===== config.mk =====
export PLATFORM = sky130hd
export DESIGN_NAME = restoring_divider_32by16
export DESIGN_NICKNAME = d
export VERILOG_FILES = /design/src/rtl/restoring_divider_32by16.sv
export SDC_FILE = /design/constraint.sdc
export NUM_CORES = 1
export LEC_CHECK = 0
export ABC_AREA = 1
export BUFFER_PORTS_ARGS = -buffer_cell sky130_fd_sc_hd__buf_4
export CAP_MARGIN = 20
export CORE_ASPECT_RATIO = 0.5
export CORE_UTILIZATION = 40
export DETAILED_ROUTE_END_ITERATION = 6
export MAX_ROUTING_LAYER = met4
export PLACE_DENSITY_LB_ADDON = 0.12
export SLEW_MARGIN = 5
export SYNTH_ARGS = -nofsm -noshare
export SYNTH_HDL_FRONTEND = slang
export SYNTH_SLANG_ARGS = --single-unit

===== constraint.sdc =====
create_clock -name clk -period 1.8 [get_ports clk]
set_input_delay 0.36 -clock clk [delete_from_list [all_inputs] [get_ports clk]]
set_output_delay 0.36 -clock clk [all_outputs]
set_load 0.005 [all_outputs]

===== src/rtl/restoring_divider_32by16.sv =====
// Sequential unsigned restoring divider: 2N-bit dividend / N-bit divisor.
// Produces one quotient bit per clock behind a start/busy/done handshake.
// Results and error flags are held until the next accepted start.
module restoring_divider_32by16 #(
    parameter int N = 16
) (
    input  logic           clk,
    input  logic           reset,
    input  logic           start,
    input  logic [2*N-1:0] dividend,
    input  logic [N-1:0]   divisor,
    output logic           busy,
    output logic           done,
    output logic [N-1:0]   quotient,
    output logic [N-1:0]   remainder,
    output logic           div_by_zero,
    output logic           overflow
);

    localparam int CW = $clog2(N) + 1;
    localparam logic [CW-1:0] LAST_ITER = CW'(N - 1);

    // ERR is a one-cycle holding state so error results land on the same
    // edge offset (E0+1) as a one-iteration operation would.
    typedef enum logic [1:0] {
        IDLE = 2'd0,
        RUN  = 2'd1,
        ERR  = 2'd2,
        DONE = 2'd3
    } state_t;

    state_t        state_reg;
    logic [N-1:0]  divisor_reg;
    logic [N-1:0]  rem_reg;
    logic [N-1:0]  quo_reg;
    logic [CW-1:0] cnt_reg;
    logic          busy_reg;
    logic          done_reg;
    logic [N-1:0]  quotient_reg;
    logic [N-1:0]  remainder_reg;
    logic          div_by_zero_reg;
    logic          overflow_reg;

    // Partial remainder is kept at N bits: it is always below the divisor,
    // so the (N+1)-bit shifted value only needs its top bit for the compare.
    logic [N:0]    shifted;
    logic          borrow;
    logic [N-1:0]  diff;
    logic [N-1:0]  rem_next;
    logic [N-1:0]  quo_next;
    logic          start_error;

    // One restoring step: shift in the next dividend bit, trial-subtract.
    always_comb begin
        shifted  = {rem_reg, quo_reg[N-1]};
        borrow   = (shifted < {1'b0, divisor_reg});
        // When there is no borrow the difference is below the divisor, so
        // the N-bit wrapped subtraction is exact.
        diff     = shifted[N-1:0] - divisor_reg;
        rem_next = borrow ? shifted[N-1:0] : diff;
        quo_next = {quo_reg[N-2:0], ~borrow};
    end

    // A zero divisor always satisfies the high-half compare as well, so one
    // test covers both error kinds; ERR sorts them apart.
    always_comb begin
        start_error = (divisor == '0) || (dividend[2*N-1:N] >= divisor);
    end

    // Control FSM and datapath registers; reset aborts any operation.
    always_ff @(posedge clk) begin
        if (reset) begin
            state_reg       <= IDLE;
            divisor_reg     <= '0;
            rem_reg         <= '0;
            quo_reg         <= '0;
            cnt_reg         <= '0;
            busy_reg        <= 1'b0;
            done_reg        <= 1'b0;
            quotient_reg    <= '0;
            remainder_reg   <= '0;
            div_by_zero_reg <= 1'b0;
            overflow_reg    <= 1'b0;
        end else begin
            case (state_reg)
                IDLE: begin
                    busy_reg <= 1'b0;
                    done_reg <= 1'b0;
                    if (start) begin
                        divisor_reg     <= divisor;
                        rem_reg         <= dividend[2*N-1:N];
                        quo_reg         <= dividend[N-1:0];
                        cnt_reg         <= '0;
                        div_by_zero_reg <= 1'b0;
                        overflow_reg    <= 1'b0;
                        if (start_error) begin
                            state_reg <= ERR;
                        end else begin
                            state_reg <= RUN;
                            busy_reg  <= 1'b1;
                        end
                    end
                end
                RUN: begin
                    rem_reg <= rem_next;
                    quo_reg <= quo_next;
                    cnt_reg <= cnt_reg + 1'b1;
                    if (cnt_reg == LAST_ITER) begin
                        quotient_reg  <= quo_next;
                        remainder_reg <= rem_next;
                        busy_reg      <= 1'b0;
                        done_reg      <= 1'b1;
                        state_reg     <= DONE;
                    end
                end
                ERR: begin
                    // quo_reg still holds the low half of the dividend here.
                    quotient_reg <= '1;
                    if (divisor_reg == '0) begin
                        div_by_zero_reg <= 1'b1;
                        remainder_reg   <= quo_reg;
                    end else begin
                        overflow_reg  <= 1'b1;
                        remainder_reg <= '0;
                    end
                    done_reg  <= 1'b1;
                    state_reg <= DONE;
                end
                DONE: begin
                    done_reg  <= 1'b0;
                    state_reg <= IDLE;
                end
                default: begin
                    state_reg <= IDLE;
                end
            endcase
        end
    end

    assign busy        = busy_reg;
    assign done        = done_reg;
    assign quotient    = quotient_reg;
    assign remainder   = remainder_reg;
    assign div_by_zero = div_by_zero_reg;
    assign overflow    = overflow_reg;

endmodule


---- Word level (Yosys, flattened, before mapping) ----
Cells that the tools add are included.
word-level totals
  register bits after elaboration ......... 91
  output and inout bits ................... 36
operators by class
  multiplexer cells ....................... 27
  order comparisons ....................... 2
  eq/ne operators ......................... 8
  add/subtract/negate cells ............... 2
  bitwise gates (word level) .............. 1
  reductions and logical operators ........ 15
operators with widths
  cell                 number
  $pmux 16 s2          4
  $mux 16              6
  $logic_not 16->1     2
  $lt 17x16->1         1
  $ge 16x16->1         1
  $sub 16x16->16       1
  $pmux 5 s2           1
  $reduce_and 2->1     5
  $ne 2x2->1 const B   4
  $pmux 2 s4           1
  $mux 1               7
  $mux 2               3
  $pmux 1 s2           3
  $reduce_and 3->1     2
  $reduce_bool 2->1    3
  $add 5x1->5 const B  1
  $eq 5x4->1 const B   1
  $mux 5               1
  $eq 2x2->1 const B   2
  $pmux 1 s3           1
  $eq 2x1->1 const B   1
  $logic_not 2->1      1
  $reduce_or 2->1      1
  $logic_or 1x1->1     1
  $not 1->1            1

---- Depth between registers and ports, before layout ----
  depth in word-level cells ............... 5
  depth in mapped cells ................... 15
  mapped depth without buffers ............ 15

---- Least setup slack after synthesis ----
No wires, ideal clock.
  path type ............................... reg2reg
  from .................................... reg cnt_reg[0]
  to ...................................... reg remainder_reg[11], in the netlist remainder[11]
  data required time ...................... 1.666 ns
  slack ................................... -0.055 ns
  setup time .............................. 0.134 ns
  stages on the path, launching flop included .. 10
  arrival ................................. 1.721 ns
  buffers on the path ..................... 1
  cells stage by stage .................... dfxtp_1 -> ha_1 -> inv_1 -> nor3_1 -> ha_1 -> nor2_1 -> a21oi_2 -> buf_2 -> mux2i_1 -> a21oi_1
between the ends
  word-level cells in the longest chain between the ends .. 3
RTL lines
  element                     line  RTL
  start: declaration          36    logic [CW-1:0] cnt_reg;
  start signal: assignment    107   cnt_reg <= cnt_reg + 1'b1;
  $eq 5x4->1                  108   if (cnt_reg == LAST_ITER) begin
  $ne 2x2->1 (no line)        -
  $reduce_and 2->1 (no line)  -
  end signal: assignment      110   remainder_reg <= rem_next;
  end signal: assignment      121   remainder_reg <= quo_reg;
  end: declaration            40    logic [N-1:0] remainder_reg;
Every way passes these cells.
A chain may end at the register's enable or synchronous reset.

---- Worst setup path after layout ----
  from .................................... reg quo_reg[15]
  to ...................................... reg rem_reg[4]
between the ends
  word-level cells in the longest chain between the ends .. 3
RTL lines
  element                                                line    RTL
  start: declaration                                     35      logic [N-1:0] quo_reg;
  start signal: assignment                               92      quo_reg <= dividend[N-1:0];
  start signal: assignment                               106     quo_reg <= quo_next;
  $sub 16x16->16 / $lt 17x16->1 (equally long branches)  59, 56
  $mux 16 *                                              60      rem_next = borrow ? shifted[N-1:0] : diff;
  $pmux 16 s2 *                                          85      case (state_reg)
  end signal: assignment                                 91      rem_reg <= dividend[2*N-1:N];
  end signal: assignment                                 105     rem_reg <= rem_next;
  end: declaration                                       34      logic [N-1:0] rem_reg;
Every way passes the cells marked *; elsewhere a longest branch is shown, timed or not.

==> implementation parameters <==
Parameter                              Value

Power
  Overall power after layout ... 21.21 mW
  Pwr per Cell Area ... 2281 mW/mm2
  Leakage dissipation ... 4.284 nW
  Peak supply drop ... 1.255 mV

Final layout
  Fill cell count ... 1,096
  Signed area change from the synthesized netlist to the final layout ... 65.60%
  Ant. Diodes ... 0
  Commonest cells after routing, fill and taps aside ... 225 x sky130_fd_sc_hd__buf_4, 154 x sky130_fd_sc_hd__nand2_1, 84 x sky130_fd_sc_hd__a21oi_1
  Total Nets Final ... 1,158
  Layout cells sized above 1 ... 0.4795
  Leading cell type in the layout, fill and taps excluded ... sky130_fd_sc_hd__buf_4
  Final core occ ... 0.6825
  Post-route standard cell area excluding fillers ... 0.009299 mm2

Worst setup path
  Startpoint class of the critical path ... flip-flop
  Crit Path Category ... flip-flop to flip-flop
  Critical Path End Type ... flip-flop
  Arrival time worst endpoint ... 2210 ps
  Required time worst endpoint ... 2020 ps
  Worst-path fanout max ... 3
  Worst reg-to-reg setup slack ... -190 ps

Route
  Iter 0 DRT Violations ... 600
  Number of DRC violations after detailed routing ... 2
  Total number of vias ... 6,513
  Wire length per cell after detailed routing ... 16.81 um
  Post-DRT Antenna Nets ... 0
  Total wirelength of the detailed-routed design ... 21,280 um
  Number of vias per cell after detailed routing ... 5.145
  First-pass DRT Iterations ... 7

Run status
  Outcome ... complete, but fails checks
  Violated checks ... design-rule violations, negative setup slack

Timing
  Setup Total Neg Slack ... -3553 ps
  Post-route worst setup slack ... -189.6 ps
  Fmax ... 0.5026 GHz
  Worst-case headroom to the max-slew limit ... 0.6509
  Fin Hold WS ... 331.7 ps
  Fin. max-slew vios ... 0
  Final worst-path cycle share ... 1.105
  Fin Clk Skew ... 8.511 ps
  # setup viols final ... 34
  Setup repair after global routing missed its margin ... yes
  Post-layout minimum cycle time ... 1990 ps
  Final Hold Violating Endpoints ... 0
  Pin slew with the least headroom to its limit ... 523.7 ps

Logic synthesis
  Proportion of synthesized chip area in sequential cells ... 0.3244
  Syn nets ... 920
  Seq cells post-synth ... 91
  Post-Synthesis Cells ... 831
  Post-Synthesis Mean Instance Area ... 6.757 um2
  Number of library cell types mapped by synthesis ... 35
  Synth Warn # ... 0
  Cell area after technology mapping ... 0.005615 mm2

Global routing
  Global routing usage summed across all routing layers ... 0.2822
  Pin count of the biggest net entering global routing ... 39
  Vias in the first global route ... 5,779
  Total overflow reported by the global router ... 0
  Global-route wire length before repair ... 30,480 um
  Number of antenna violations at the first check in global routing ... 0

CTS
  Worst-skew pair later-pin latency ... 360 ps
  Clock edge transition at the registers on the reported setup and hold paths ... 80 ps
  Total number of clock tree sinks ... 91
  Cts bufs inserted ... 9
  TritonCTS clock tree ... built
  Hold buffers post-CTS ... 0
  Root Buffer Master ... sky130_fd_sc_hd__clkbuf_16
  Maximum clock insertion buffer count ... 2
  Number of H-tree branching levels ... 3

Floorplanning
  Starting density of the core ... 0.4121
  Die extent in y ... 85.78 um
  Die Width ... 169.6 um
  Die area ... 0.01454 mm2
  # rows ... 30
  IO Count ... 87
  Floorplan Core Area ... 0.01363 mm2

Hold path
  Hold crit path type ... input port to flip-flop

Place
  Number of input and output port buffers inserted ... 86
  Placed instance area ... 0.007466 mm2
  HPWL after detailed placement ... 14,140 um
  Routability cong. ... 0.9363

Job
  Maximum Capacitance Violations ... 0
worst max-delay path, cell delays in order (launching register included):
cell                      delay (ps)
sky130_fd_sc_hd__dfxtp_2         330
sky130_fd_sc_hd__inv_2            70
sky130_fd_sc_hd__ha_4            120
sky130_fd_sc_hd__inv_2            40
sky130_fd_sc_hd__fa_2            400
sky130_fd_sc_hd__nand3_2         110
sky130_fd_sc_hd__nand3_4         110
sky130_fd_sc_hd__buf_6           140
sky130_fd_sc_hd__xor2_2          160
sky130_fd_sc_hd__nand2_1          70
sky130_fd_sc_hd__nand2_2          80
sky130_fd_sc_hd__o21ai_2         140
sky130_fd_sc_hd__a21oi_2          70
cells by family after synthesis:
group,after synthesis,share of synthesized area
and+or+nand+nor,348,0.2723
AOI/OAI and AO/OA,190,0.1771
buffers and inverters,142,0.1025
DFF,91,0.3244
adders and majority gates,38,0.08601
muxes,15,0.02674
xor gates and xnor gates,7,0.01092
final cells by class:
cell class / instances / area (um2) / area share
multi-input cells: 600 / 4177 / 0.4491
repair buffers: 259 / 2306 / 0.2480
flip-flops and latches: 91 / 1871 / 0.2012
inverters: 108 / 412.9 / 0.04440
well taps: 192 / 240.2 / 0.02583
clock buffers: 10 / 239.0 / 0.02570
clock inverters: 6 / 53.80 / 0.005786
power by group:
part	leakage, nW	total [mW]	internal, mW	switching, mW
Sequential	0.760	3.45	2.86	0.583
Clock	0.142	1.92	1.01	0.911
Combinational	3.38	15.8	7.35	8.50
synth_stat cells:
master	n	area, um2
sky130_fd_sc_hd__nand2_1	216	810.8
sky130_fd_sc_hd__inv_1	102	382.9
sky130_fd_sc_hd__a21oi_1	97	485.5
sky130_fd_sc_hd__dfxtp_1	91	1822
sky130_fd_sc_hd__o21ai_0	77	385.4
sky130_fd_sc_hd__nor2_1	45	168.9
sky130_fd_sc_hd__ha_1	37	462.9
sky130_fd_sc_hd__nand3_1	37	185.2
sky130_fd_sc_hd__clkbuf_1	20	75.07
sky130_fd_sc_hd__mux2i_1	15	150.1
sky130_fd_sc_hd__nor3_1	14	70.07
sky130_fd_sc_hd__a21oi_2	9	78.83
sky130_fd_sc_hd__buf_2	9	45.04
sky130_fd_sc_hd__nand3_2	8	80.08
sky130_fd_sc_hd__nand4_1	8	50.05
sky130_fd_sc_hd__inv_2	6	22.52
sky130_fd_sc_hd__nand2_2	5	31.28
sky130_fd_sc_hd__xor2_1	5	43.79
sky130_fd_sc_hd__buf_4	4	30.03
sky130_fd_sc_hd__nand3b_1	4	30.03
sky130_fd_sc_hd__nor2_4	3	33.78
sky130_fd_sc_hd__o21ai_1	3	15.01
sky130_fd_sc_hd__nor4_1	2	12.51
sky130_fd_sc_hd__or2_2	2	12.51
sky130_fd_sc_hd__xnor2_1	2	17.52
sky130_fd_sc_hd__and3_1	1	6.260
sky130_fd_sc_hd__buf_12	1	20.02
sky130_fd_sc_hd__fa_1	1	20.02
sky130_fd_sc_hd__nand2_4	1	11.26
sky130_fd_sc_hd__nand2_8	1	20.02
sky130_fd_sc_hd__nor2_2	1	6.260
sky130_fd_sc_hd__o21a_1	1	7.510
sky130_fd_sc_hd__o21bai_1	1	7.510
sky130_fd_sc_hd__o221ai_1	1	8.760
sky130_fd_sc_hd__o22ai_1	1	6.260
per-stage QoR:
step / std cells / setup slack (ps)
2_1_floorplan: 831 / 2.918
3_3_place_gp: 1203 / -267.5
3_5_place_dp: 1203 / -264.9
4_1_cts: 1244 / -122.5
5_1_grt: 1266 / -275.2
6_report: 1266 / -189.6
what timing repair did:
action                                  in CTS  in global routing
pin swaps                                   33                 84
endpoints found under the setup margin      65                 71
gates resized for setup                    111                176
gates cloned                                 5                  3
buffers inserted                            21                 24
endpoints found under the hold margin        0                  0
worst paths after layout:
path	cells after the start	start	end
min	3	divisor[1]	divisor_reg[1]
max reg2reg	12	quo_reg[15]	rem_reg[4]
min reg2reg	2	quo_reg[0]	quo_reg[0]
max	12	quo_reg[15]	rem_reg[4]
routing by layer:
metal / vias up / GRT usage / wire length [um]
met2: 261 / 0.4145 / 9435
met4: 0 / 0.06224 / 303
li1: 3190 / - / -
met1: 3033 / 0.4011 / 9902
met5: - / - / 0
met3: 29 / 0.04938 / 1640
(Power assumes the default switching activity.)
